### src/rtl/instr_dcd_burst.sv
`default_nettype none
// +----------------------------------------------------------------------------+
// | instr_dcd_burst: SPI command decoder, multi-byte words, burst auto-increment |
// | Revision: 1.0                                                                |
// +----------------------------------------------------------------------------+
module instr_dcd_burst #(
  parameter int ADDR_W     = 6,
  parameter int DATA_BYTES = 1
) (
  input  logic                    clk,
  input  logic                    rst_n,
  input  logic                    byte_sync,
  input  logic [7:0]              data_in,
  input  logic                    frame_end,
  output logic [7:0]              data_out,
  output logic                    read,
  output logic                    write,
  output logic [ADDR_W-1:0]       addr,
  input  logic [8*DATA_BYTES-1:0] data_read,
  output logic [8*DATA_BYTES-1:0] data_write,
  output logic                    busy
);

  localparam int DATA_W = 8 * DATA_BYTES;
  localparam int CNT_W  = (DATA_BYTES > 1) ? $clog2(DATA_BYTES) : 1;
  localparam logic [CNT_W-1:0] LAST_BYTE = CNT_W'(DATA_BYTES - 1);

  typedef enum logic [1:0] {
    IDLE     = 2'd0,
    RD_FETCH = 2'd1,
    RD_DATA  = 2'd2,
    WR_DATA  = 2'd3
  } state_t;

  state_t            state;
  logic              burst;
  logic              fetch_wait;
  logic              addr_inc;
  logic [CNT_W-1:0]  byte_cnt;
  logic [DATA_W-1:0] rd_word;
  logic [DATA_W-1:0] wr_word;
  logic [DATA_W-1:0] rd_shift;
  logic [DATA_W-1:0] wr_next;

  // Words travel MSB byte first, so both directions work by shifting left.
  assign rd_shift = rd_word << 8;
  assign wr_next  = (wr_word << 8) | DATA_W'(data_in);
  assign busy     = (state != IDLE);

  always_ff @(posedge clk or negedge rst_n) begin
    if (!rst_n) begin
      state      <= IDLE;
      burst      <= 1'b0;
      fetch_wait <= 1'b0;
      addr_inc   <= 1'b0;
      byte_cnt   <= '0;
      rd_word    <= '0;
      wr_word    <= '0;
      data_out   <= 8'h00;
      read       <= 1'b0;
      write      <= 1'b0;
      addr       <= '0;
      data_write <= '0;
    end else begin
      read     <= 1'b0;
      write    <= 1'b0;
      addr_inc <= 1'b0;
      // A burst write advances the address one cycle after its strobe.
      if (addr_inc) begin
        addr <= addr + 1'b1;
      end

      if (frame_end) begin
        state      <= IDLE;
        byte_cnt   <= '0;
        data_out   <= 8'h00;
        fetch_wait <= 1'b0;
      end else begin
        case (state)
          IDLE: begin
            if (byte_sync) begin
              burst    <= data_in[6];
              addr     <= data_in[ADDR_W-1:0];
              byte_cnt <= '0;
              wr_word  <= '0;
              data_out <= 8'h00;
              if (data_in[7]) begin
                state <= WR_DATA;
              end else begin
                state      <= RD_FETCH;
                read       <= 1'b1;
                fetch_wait <= 1'b1;
              end
            end
          end

          RD_FETCH: begin
            if (fetch_wait) begin
              fetch_wait <= 1'b0;
            end else begin
              rd_word  <= data_read;
              data_out <= data_read[DATA_W-1 -: 8];
              state    <= RD_DATA;
            end
          end

          RD_DATA: begin
            if (byte_sync) begin
              if (byte_cnt != LAST_BYTE) begin
                byte_cnt <= byte_cnt + 1'b1;
                rd_word  <= rd_shift;
                data_out <= rd_shift[DATA_W-1 -: 8];
              end else begin
                byte_cnt <= '0;
                if (burst) begin
                  addr       <= addr + 1'b1;
                  state      <= RD_FETCH;
                  read       <= 1'b1;
                  fetch_wait <= 1'b1;
                end else begin
                  state    <= IDLE;
                  data_out <= 8'h00;
                end
              end
            end
          end

          WR_DATA: begin
            data_out <= 8'h00;
            if (byte_sync) begin
              if (byte_cnt != LAST_BYTE) begin
                byte_cnt <= byte_cnt + 1'b1;
                wr_word  <= wr_next;
              end else begin
                byte_cnt   <= '0;
                wr_word    <= '0;
                data_write <= wr_next;
                write      <= 1'b1;
                if (burst) begin
                  addr_inc <= 1'b1;
                end else begin
                  state <= IDLE;
                end
              end
            end
          end

          default: state <= IDLE;
        endcase
      end
    end
  end

endmodule
`default_nettype wire

### config.mk
export PLATFORM = sky130hd
export DESIGN_NAME = instr_dcd_burst
export DESIGN_NICKNAME = d
export VERILOG_FILES = /design/src/rtl/instr_dcd_burst.sv
export SDC_FILE = /design/constraint.sdc
export NUM_CORES = 1
export LEC_CHECK = 0
export BUFFER_PORTS_ARGS = -buffer_cell sky130_fd_sc_hd__buf_2
export CAP_MARGIN = 20
export CELL_PAD_IN_SITES_DETAIL_PLACEMENT = 1
export CELL_PAD_IN_SITES_GLOBAL_PLACEMENT = 2
export CORE_ASPECT_RATIO = 0.9
export CORE_UTILIZATION = 34
export CTS_BUF_LIST = sky130_fd_sc_hd__clkbuf_16
export DETAILED_ROUTE_END_ITERATION = 10
export HOLD_SLACK_MARGIN = 0.05
export PLACE_DENSITY_LB_ADDON = 0.1
export RECOVER_POWER = 100
export SLEW_MARGIN = 20
export SYNTH_ARGS = -nofsm -noshare
export SYNTH_HDL_FRONTEND = slang
export SYNTH_SLANG_ARGS = --single-unit
### constraint.sdc
create_clock -name clk -period 5.1 [get_ports clk]
set_input_delay 0.51 -clock clk [delete_from_list [all_inputs] [get_ports clk]]
set_output_delay 0.51 -clock clk [all_outputs]
set_load 0.005 [all_outputs]
### Word level (Yosys, flattened, before mapping)

Index checks and enable logic that the tools add are counted.

* flip-flop bits (word level): 30
* output and inout bits: 25
* word-level logic and storage cells: 89

* $add $sub $neg: 2
* equal/unequal tests: 14
* multiplexer cells: 50
* bitwise logic cells: 2
* reduce and logical (&&, ||, !) cells: 11

Operator list (count)
* 8-bit two-way mux: 6
* 6-bit two-way mux: 6
* 8-bit one-hot mux with 4 select lines: 1
* 3-bit != test (second input constant): 9
* 1-bit two-way mux: 23
* 2-bit two-way mux: 9
* 6-bit one-hot mux with 2 select lines: 1
* 2-bit one-hot mux with 4 select lines: 1
* 4-bit AND reduction: 2
* 7-bit AND reduction: 1
* 6-bit by 1-bit adder with 6-bit output (second input constant): 1
* 3-bit AND reduction: 2
* 6-bit AND reduction: 1
* 2-bit == test (second input constant): 2
* 4-bit != test (second input constant): 1
* 1-bit one-hot mux with 2 select lines: 2
* 4-bit nonzero test: 1
* 3-bit by 1-bit != test with 1-bit output (second input constant): 1
* 1-bit one-hot mux with 3 select lines: 1
* 3-bit nonzero test: 1
* 2-bit by 1-bit == test with 1-bit output (second input constant): 1
* 2-bit logical NOT: 1
* 1-bit inverter: 2
* 2-bit nonzero test: 1
* 2 further kinds: 2

### Depth between registers and ports, before layout

* depth in word-level cells: 7
* depth in mapped cells: 8
* gate-level depth less buffers: 6

### Worst setup path after synthesis

No wires, ideal clock.

* kind: flip-flop to flip-flop
* start: register state[0]
* end: register state[0]
* setup time: 0.125 ns
* data arrival time: 1.587 ns
* data required time: 4.975 ns
* path slack: 3.388 ns
* stages on the path, launching flop included: 8
* path buffers: 1
* cells stage by stage: dfrtp_1 inv_1 ha_1 buf_2 o21bai_2 a21oi_4 a31oi_2 mux2_2

* word-level cells in the longest chain between the ends: 3
* elaborated cells on any way between the ends: 14

RTL lines
* from (decl): RTL line 35 `state_t state;`
* from (signal assigned): RTL line 52 `state <= IDLE;`
* from (signal assigned): RTL line 74 `state <= IDLE;`
* from (signal assigned): RTL line 88 `state <= WR_DATA;`
* 2-bit == test, or another cell as far along: RTL line 79 `case (state)`
* 3-bit != test (no line) or 2-bit one-hot mux with 4 select lines (tied branches)
* 7-bit AND reduction (no line) or 2-bit two-way mux (tied branches)

Several ways; a longest one is shown, not always the timed one.
A chain may end at the register's enable or synchronous reset.

### Final worst setup path

Same ends and word-level chain as after synthesis.

==> impl_metrics.py <==
metrics = {
    "detailed_routing": {
        "viasPerCell": 5.241,
        "finalWirelength_mm": 4.049,
        "drtPass1Iterations": 4,
        "drtIter0Drc": 59,
        "vias": 1305,
        "antenna_left": 0,
        "drc": 0,
        "wl_per_cell_um": 16.26,
    },
    "layout": {
        "seq_area_um2": 725.7,
        "final_common_cell": "buf_2",
        "stdcell_count": 249,
        "multi_input_area_um2": 718.2,
        "layout-drive-gt1-share_pct": 26.46,
        "finalInstanceArea_um2": 1879,
        "fin_nets": 213,
        "fin_util_pct": 44.92,
        "most-common-layout-cells": "buf_2 (30), dfrtp_1 (29), nand2_1 (21), clkbuf_1 (14), mux2_2 (10)",
        "area_growth_pct": 23.01,
        "n_fill_cell": 487,
        "insertedDiodeCount": 0,
    },
    "synthesis": {
        "ys_ff_latch": 29,
        "ys.flop_type": "dfrtp_1",
        "synth_area_per_cell_um2": 10.68,
        "netlist_instances": 143,
        "ys_types": 44,
        "synthArstFlopShare_pct": 100.0,
        "synth_nets": 168,
        "yosysWarnings": 0,
        "synth_edf_count": 0,
        "netlist_area_um2": 1528,
        "ys_seq_area_share_pct": 47.50,
    },
    "worst_setup_path": {
        "cp_cell_sequence": "inv_1 -> ha_1 -> o21bai_1 -> a21oi_4 -> a31oi_1 -> mux2_2",
        "critPathBufInv": 1,
        "r2r_cells": 6,
        "rrSetupSlack_ns": 3.00,
        "end_kind": "register",
        "r2r-start": "state[0]$_DFFE_PN0P_",
        "crit_fanout": 9,
        "cp.required_ns": 5.26,
        "path_class": "register to register",
        "crit_family": "compound AO/OA/AOI/OAI gates",
        "worst_setup_path_start_kind": "register",
        "reg2reg_to": "state[0]$_DFFE_PN0P_",
        "arrival_ns": 2.26,
        "cpMaxStageDelayCell": "dfrtp_1",
        "max_stage_delay_ns": 0.39,
    },
    "clocking": {
        "ctsHoldBuffers": 0,
        "clock_latency_ns": 0.27,
        "cts_setup_buffers": 0,
        "htree_num_levels": 2,
        "cts_tree": "built",
        "cts.clk_slew.worst_paths_ns": 0.05,
        "clkSinkCount": 29,
        "clockBufferDepth": 2,
        "clock-root-buffer": "clkbuf_16",
        "cts_made_buffers": 5,
        "cts.repair.resized": 0,
    },
    "hold_path": {
        "min_from": "data_in[6]",
        "holdPathStages": 3,
        "min_path_type": "primary input to register",
        "min_to": "burst$_DFFE_PN0P_",
    },
    "place": {
        "dp.cells": 241,
        "place_area_um2": 1785,
        "hpwlAfterDp_mm": 2.937,
        "numPortBuffers": 44,
        "gp_congestion": 0.7438,
    },
    "sta": {
        "hold_viol_final": 0,
        "rsz0062_at_grt": "no",
        "fin_tns_setup_ns": 0,
        "fin_crit_sh_pct": 41.20,
        "slew_violations": 30,
        "clock_skew_ns": 0.005410,
        "max_slew.worst_pin.slew_ns": 1.621,
        "setup_viol": 0,
        "slew_headroom_pct": -8.090,
        "timing.fmax_mhz": 475.9,
        "worst_hold_slack_ns": 0.4632,
        "period_minus_slack_ns": 2.101,
    },
    "power": {
        "p_clk_share_pct": 26.8,
        "seqPwrFrac_pct": 37.5,
        "internal-power_mw": 0.6523,
        "swShare_pct": 35.86,
        "p_leak_nw": 0.8805,
        "ir_worst_vdd_mv": 0.2257,
        "powerDensity_nw_per_um2": 541.1,
        "combPwrFrac_pct": 35.6,
        "p_switching_mw": 0.3647,
    },
    "grt": {
        "antenna_found_initial": 0,
        "grt_overflow": 0,
        "grt_max_degree": 30,
        "first_global_vias": 1353,
        "grt_pass1_wl_mm": 6.831,
        "grt_usage_pct": 18.89,
    },
    "floorplanning": {
        "core-area_um2": 4184,
        "die_h_um": 65.59,
        "die_w_um": 72.66,
        "rows": 22,
        "start_util_pct": 36.51,
        "pin_count": 45,
        "die_area_um2": 4765,
    },
    "job": {
        "maxCapViolCount": 1,
    },
    "run_status": {
        "status": "finished, violations left",
        "violations": "max-capacitance violations, max-slew violations",
    },
}
[final cells by class]
cell class / count / share of cell area, %
Sequential cell: 29 / 38.62
Multi-Input combinational cell: 103 / 38.22
Timing Repair Buffer: 44 / 10.79
Clock buffer: 5 / 6.658
Tap cell: 60 / 3.995
Inverter: 5 / 0.9987
Clock inverter: 3 / 0.7324
[metal layers]
metal	part of all wire (%)	vias to the layer above	wire length, um	track usage [%]
li1	-	612	-	-
met1	48	651	1937	25.46
met2	47	37	1886	30.02
met3	4.6	5	185	4.755
met4	0.99	0	40	5.147
met5	0	-	0	0
[cell families (layout without fill, tap and decap cells)]
group,Yosys count,count (layout),synth area share (%)
AND/OR/NAND/NOR,45,45,14.66
AO/OA/AOI/OAI,39,39,19.90
flip-flops,29,29,47.50
multiplexers,12,12,9.009
buffers and inverters,11,57,3.685
adder cells (fa/ha/maj),5,5,4.095
XOR/XNOR,2,2,1.147
[worst max path at each step]
stage / startpoint / end / cells past startpoint
final: state[0]$_DFFE_PN0P_ / state[0]$_DFFE_PN0P_ / 6
after global routing: state[0]$_DFFE_PN0P_ / state[0]$_DFFE_PN0P_ / 6
after CTS: state[1]$_DFFE_PN0P_ / busy / 4
after detailed placement: frame_end / data_write[7]$_DFFE_PN0P_ / 4
after global placement: frame_end / data_write[5]$_DFFE_PN0P_ / 4
after floorplan: state[0]$_DFFE_PN0P_ / state[0]$_DFFE_PN0P_ / 7
[power by group through the flow]
stage / Sequential [mW] / Combinational (mW) / Clock [mW]
6_report: 0.382 / 0.362 / 0.273
3_3_place_gp: 0.377 / 0.377 / 0
3_5_place_dp: 0.384 / 0.388 / 0
2_1_floorplan: 0.375 / 0.252 / 0
4_1_cts: 0.382 / 0.392 / 0.278
5_1_grt: 0.396 / 0.404 / 0.294
[flip-flops by register name, summed over array words and instances, names as in the netlist]
register    cells
addr_inc        1
data_write      8
fetch_wait      1
addr            6
write           1
data_out        8
state           2
read            1
burst           1
[worst reg2reg max path, delay by kind of cell, from the launching register on]
kind / cells / cell delay (ns)
fa+ha+maj: 1 / 0.31
buf+inv: 1 / 0.08
compound gates: 3 / 0.83
flops: 1 / 0.39
mux: 1 / 0.38
[synthesized netlist by cell type (all sizes together), types with 3 or more instances]
library cell  instances  share of area [%]
o21ai                 9                2.9
a21oi                 7                3.8
nor2                  5                1.2
nor3                  3               0.98
ha                    5                4.1
dfrtp                29                 48
buf                   5                2.2
a32oi                 8                4.6
nand2                21                5.3
mux2                 11                8.4
inv                   5                1.2
[per-stage QoR]
| step | setup WS (ns) | total power, mW |
|---|---|---|
| 4_1_cts | 3.124 | 1.052 |
| 6_report | 2.999 | 1.017 |
| 5_1_grt | 2.850 | 1.094 |
| 2_1_floorplan | 3.388 | 0.6267 |
| 3_5_place_dp | 3.143 | 0.7722 |
| 3_3_place_gp | 3.183 | 0.7536 |
(Power assumes the default switching activity.)
